===== src/rtl/spi_display_rx.sv =====
// Display-end SPI mode-0 receiver: synchronizes the link, deserializes MSB-first bytes tagged with dc into a FIFO.
// First entry appears SYNC_STAGES+2 clk after the 8th sclk rise is sampled; a full FIFO drops bytes (sticky overflow) unless popped that cycle.
module spi_display_rx #(
   parameter int FIFO_DEPTH  = 16,
   parameter int SYNC_STAGES = 2
) (
   input  logic                        clk,
   input  logic                        resetn,
   input  logic                        spi_sclk,
   input  logic                        spi_sdo,
   input  logic                        dc,
   input  logic                        csn,
   output logic                        rx_valid,
   input  logic                        rx_ready,
   output logic [7:0]                  rx_data,
   output logic                        rx_dc,
   output logic [$clog2(FIFO_DEPTH):0] fifo_level,
   output logic                        overflow,
   output logic                        frame_err,
   input  logic                        err_clr
);

   localparam int PW = $clog2(FIFO_DEPTH);
   localparam logic [PW:0] FULL_LVL = (PW+1)'(FIFO_DEPTH);

   typedef enum logic {IDLE, SHIFT} state_t;

   logic [SYNC_STAGES-1:0] sclk_sync, sdo_sync, dc_sync, csn_sync;
   logic                   sclk_prev, rise_q, sdo_q, dc_q, csn_q;

   always_ff @(posedge clk or negedge resetn) begin
      if (!resetn) begin
         sclk_sync <= '0;
         sdo_sync  <= '0;
         dc_sync   <= '0;
         csn_sync  <= '1;
         sclk_prev <= 1'b0;
         rise_q    <= 1'b0;
         sdo_q     <= 1'b0;
         dc_q      <= 1'b0;
         csn_q     <= 1'b1;
      end else begin
         sclk_sync <= {sclk_sync[SYNC_STAGES-2:0], spi_sclk};
         sdo_sync  <= {sdo_sync[SYNC_STAGES-2:0], spi_sdo};
         dc_sync   <= {dc_sync[SYNC_STAGES-2:0], dc};
         csn_sync  <= {csn_sync[SYNC_STAGES-2:0], csn};
         sclk_prev <= sclk_sync[SYNC_STAGES-1];
         // Rise event registered together with the data it qualifies.
         rise_q    <= sclk_sync[SYNC_STAGES-1] & ~sclk_prev;
         sdo_q     <= sdo_sync[SYNC_STAGES-1];
         dc_q      <= dc_sync[SYNC_STAGES-1];
         csn_q     <= csn_sync[SYNC_STAGES-1];
      end
   end

   state_t      state, state_nxt;
   logic [2:0]  bit_cnt, bit_cnt_nxt;
   logic [7:0]  shifter, shifter_nxt;
   logic        wr_vld, wr_vld_nxt;
   logic [7:0]  wr_dat, wr_dat_nxt;
   logic        wr_dc, wr_dc_nxt;
   logic        frame_err_nxt;

   always_ff @(posedge clk or negedge resetn) begin
      if (!resetn) begin
         state     <= IDLE;
         bit_cnt   <= '0;
         shifter   <= '0;
         wr_vld    <= 1'b0;
         wr_dat    <= '0;
         wr_dc     <= 1'b0;
         frame_err <= 1'b0;
      end else begin
         state     <= state_nxt;
         bit_cnt   <= bit_cnt_nxt;
         shifter   <= shifter_nxt;
         wr_vld    <= wr_vld_nxt;
         wr_dat    <= wr_dat_nxt;
         wr_dc     <= wr_dc_nxt;
         frame_err <= frame_err_nxt;
      end
   end

   always_comb begin
      state_nxt     = state;
      bit_cnt_nxt   = bit_cnt;
      shifter_nxt   = shifter;
      wr_vld_nxt    = 1'b0;
      wr_dat_nxt    = wr_dat;
      wr_dc_nxt     = wr_dc;
      frame_err_nxt = frame_err & ~err_clr;
      case (state)
         IDLE: begin
            if (!csn_q) begin
               bit_cnt_nxt = '0;
               state_nxt   = SHIFT;
            end
         end
         SHIFT: begin
            // csn high takes priority over a coincident rise.
            if (csn_q) begin
               if (bit_cnt != 3'd0)
                  frame_err_nxt = 1'b1;
               bit_cnt_nxt = '0;
               state_nxt   = IDLE;
            end else if (rise_q) begin
               shifter_nxt = {shifter[6:0], sdo_q};
               bit_cnt_nxt = bit_cnt + 3'd1;
               if (bit_cnt == 3'd7) begin
                  wr_vld_nxt = 1'b1;
                  wr_dat_nxt = {shifter[6:0], sdo_q};
                  wr_dc_nxt  = dc_q;
               end
            end
         end
         default: state_nxt = IDLE;
      endcase
   end

   logic [7:0]    mem_dat [FIFO_DEPTH];
   logic          mem_dc  [FIFO_DEPTH];
   logic [PW-1:0] wr_ptr, rd_ptr;
   logic          full, pop, push_ok, ovf_set;

   assign rx_valid = (fifo_level != '0);
   assign rx_data  = mem_dat[rd_ptr];
   assign rx_dc    = mem_dc[rd_ptr];
   assign full     = (fifo_level == FULL_LVL);
   assign pop      = rx_valid & rx_ready;
   // At full the write slot is the one being popped, so push+pop is safe.
   assign push_ok  = wr_vld & (~full | pop);
   assign ovf_set  = wr_vld & full & ~pop;

   always_ff @(posedge clk or negedge resetn) begin
      if (!resetn) begin
         wr_ptr     <= '0;
         rd_ptr     <= '0;
         fifo_level <= '0;
         overflow   <= 1'b0;
         for (int i = 0; i < FIFO_DEPTH; i++) begin
            mem_dat[i] <= '0;
            mem_dc[i]  <= 1'b0;
         end
      end else begin
         if (push_ok) begin
            mem_dat[wr_ptr] <= wr_dat;
            mem_dc[wr_ptr]  <= wr_dc;
            wr_ptr          <= wr_ptr + PW'(1);
         end
         if (pop)
            rd_ptr <= rd_ptr + PW'(1);
         case ({push_ok, pop})
            2'b10:   fifo_level <= fifo_level + (PW+1)'(1);
            2'b01:   fifo_level <= fifo_level - (PW+1)'(1);
            default: fifo_level <= fifo_level;
         endcase
         overflow <= ovf_set | (overflow & ~err_clr);
      end
   end

endmodule


===== config.mk =====
export PLATFORM = sky130hd
export DESIGN_NAME = spi_display_rx
export DESIGN_NICKNAME = d
export VERILOG_FILES = /design/src/rtl/spi_display_rx.sv
export SDC_FILE = /design/constraint.sdc
export NUM_CORES = 1
export LEC_CHECK = 0
export CORE_UTILIZATION = 62
export CTS_BUF_LIST = sky130_fd_sc_hd__clkbuf_4 sky130_fd_sc_hd__clkbuf_8
export DETAILED_ROUTE_END_ITERATION = 8
export HOLD_SLACK_MARGIN = 0.02
export PLACE_DENSITY = 0.8
export SLEW_MARGIN = 5
export SYNTH_ARGS = -nofsm -noshare
export SYNTH_HDL_FRONTEND = slang
export SYNTH_SLANG_ARGS = --single-unit

===== constraint.sdc =====
create_clock -name clk -period 4.85 [get_ports clk]
set_input_delay 0.97 -clock clk [delete_from_list [all_inputs] [get_ports clk]]
set_output_delay 0.97 -clock clk [all_outputs]
set_load 0.05 [all_outputs]

==> metrics.yaml <==
outcome: "complete, no violations"
floorplan.initialDensity_pct: 63.60
fmax_mhz: 242.9
critPathArrivalTime_ns: 3.15
hold_buffers: 0
met3_usage_pct: 5.309
drive_above_1_share_pct: 39.53
drtIter0Drc: 363
syn_to_final_growth_pct: 9.500
cts_buffers: 17
dp_hpwl_mm: 10.48
antenna_found_initial: 0
rows: 42
peakVddDrop_v: 0.0002530
worst_slew_pin_slew_ns: 1.125
avgSynthCellArea_um2: 15.05
layout_commonest_cell: "dfrtp_1"
slew_headroom_pct: 24.74
cellPowerDensity_nw_per_um2: 294.7
ys_ff_latch: 193
synthTopCellsByArea: "dfrtp_1 (56%), mux2_2 (19%), mux4_2 (9.6%), ha_1 (1.6%), a22oi_1 (1.6%)"
post_cts_buffers: 0
cts_buffer_depth: 2
fin_area_um2: 9259
viasPerCell: 6.038
globalRoute.busiestLayer: "met2"
grt_pass1_wl_mm: 26.79
io_pins: 25
seqCellArea_um2: 4835
rsz0062_at_grt: "no"
setup_viol: 0
grt_max_degree: 128
cts-root-buf: "clkbuf_8"
grt_pass1_vias: 5009
timing.setup.tns_ns: 0
die_area_um2: 14110
synth_nets: 581
clk_latency_ns: 0.47
globalplace.congestion: 0.7660
synth_cell_type_count: 39
hold_viol: 0
end_kind: "primary output"
clkSinkCount: 193
fill_cells: 885
cts_tree: "yes"
skew_ns: 0.01006
hold_path.class: "flop to flop"
core_um2: 13300
post_cts_resized: 0
ys_seq_area_share_pct: 57.16
ant_nets: 0
gr-usage-met1_pct: 34.76
portBuffers: 24
synth_area_leader_cell: "dfrtp_1"
firstDrtPassIters: 6
use_met2_pct: 41.23
syn_area_um2: 8456
setup.worst_path.class: "flop to primary output"
clk_pin_slew_worst_paths_ns: 0.09
htreeDepth: 4
crit_required_ns: 3.88
startpoint_type: "flop"
mostFrequentLayoutCells: "dfrtp_1 (189), mux2_2 (144), mux4_2 (36)"
drv_slew: 0
routed_wl_mm: 16.00
period_share_pct: 84.87
fin_cells: 773
drc: 0
overflow: 0
dpl_cell_area_um2: 8861
die_x_um: 118.8
n_antenna_cell: 0
gr-usage-all-layers_pct: 25.53
dp_cells: 741
maxCapViolCount: 0
syn-instance-count: 562
yosysWarnings: 0
final_nets: 603
synth_top_area_share_pct: 56.23
crit_fanout: 15
via_count: 4667
period_minus_slack_ns: 4.116
chipHeight_um: 118.8
power_leakage_uw: 0.004444
multi_input_area_um2: 3480
drt-wirelength-per-cell_um: 20.70
## area by class of cell
cell class,instances,share of cell area [%]
clock buffers,20,2.838
clock inverters,12,1.459
inverters,10,0.4054
multi-input cells,332,37.58
flip-flops and latches,193,52.22
well taps,176,2.378
repair buffers,30,3.122
## final timing paths
check	start	endpoint	slack [ns]	cells past startpoint
worst max-delay path	rd_ptr[0]	rx_data[0]	0.73	5
worst min-delay path	csn_sync[1]	csn_q	0.36	0
worst max register to register	fifo_level[2]	fifo_level[4]	1.75	9
worst min register to register	csn_sync[1]	csn_q	0.36	0
max in group asynchronous	resetn	csn_q	3.14	2
min in group asynchronous	resetn	fifo_level[0]	0.63	1
## cell usage after synthesis, drive strengths merged
cell / number
a21oi: 2
a22o: 1
a22oi: 18
a31oi: 1
and2: 1
and3: 1
buf: 5
clkbuf: 22
dfrtp: 190
dfstp: 3
ha: 11
inv: 10
mux2: 156
mux2i: 1
mux4: 36
nand2: 35
nand2b: 5
nand3: 3
nand3b: 2
nand4: 1
nor2: 18
nor2b: 3
nor3: 4
nor3b: 1
o211ai: 5
o21a: 1
o21ai: 9
o21bai: 1
o22ai: 1
or2: 1
or3b: 1
or4: 1
xnor2: 7
xor2: 5
## flip-flops by register name, indices dropped and copies added (netlist names), 2 cells and up
name        count
shifter         7
rd_ptr          4
wr_dat          8
csn_sync        2
dc_sync         2
mem_dc         16
wr_ptr          4
bit_cnt         3
fifo_level      5
sclk_sync       2
sdo_sync        2
mem_dat       128
## metal layers
layer | vias up | part of all wire (%)
met5 | - | 0
met4 | 0 | 1.3
met3 | 17 | 3.6
met2 | 74 | 50
met1 | 2496 | 45
li1 | 2080 | -
## critical path: stages (launching register included)
cell and delay [ns]:
dfrtp_2 0.66, buf_4 0.31, mux4_2 0.52, a22oi_1 0.37, nand2_1 0.11, clkdlybuf4s50_1 0.71
## cell families (layout without fill, tap and decap cells)
| group | count (synthesis) | count (layout) | synth area share, % |
|---|---|---|---|
| simple gates | 77 | 77 | 4.439 |
| flops | 193 | 193 | 57.16 |
| compound gates | 39 | 39 | 3.359 |
| fa+ha+maj | 11 | 11 | 1.628 |
| xor+xnor | 12 | 12 | 1.243 |
| mux | 193 | 193 | 30.48 |
| buf+inv | 37 | 72 | 1.687 |
## power breakdown
| group | switching (uW) | internal, uW | leakage, uW |
|---|---|---|---|
| registers | 11.8 | 1630 | 0.00266 |
| logic | 40.2 | 12.9 | 0.00159 |
| clock network | 554 | 484 | 0.000192 |
## metrics by stage
| step | hold WS (ns) | utilization, % | setup slack (ns) | power (uW) |
|---|---|---|---|---|
| detailed placement | 0.3364 | 66.65 | 1.223 | 1725 |
| CTS | 0.3612 | 69.64 | 0.6678 | 2750 |
| floorplan | 0.3312 | - | 1.704 | 1678 |
| global route | 0.3662 | 69.64 | 0.5477 | 2822 |
| global placement | 0.3353 | 66.65 | 1.232 | 1721 |
| finish | 0.3589 | 69.64 | 0.7339 | 2729 |
(Power assumes the default switching activity.)
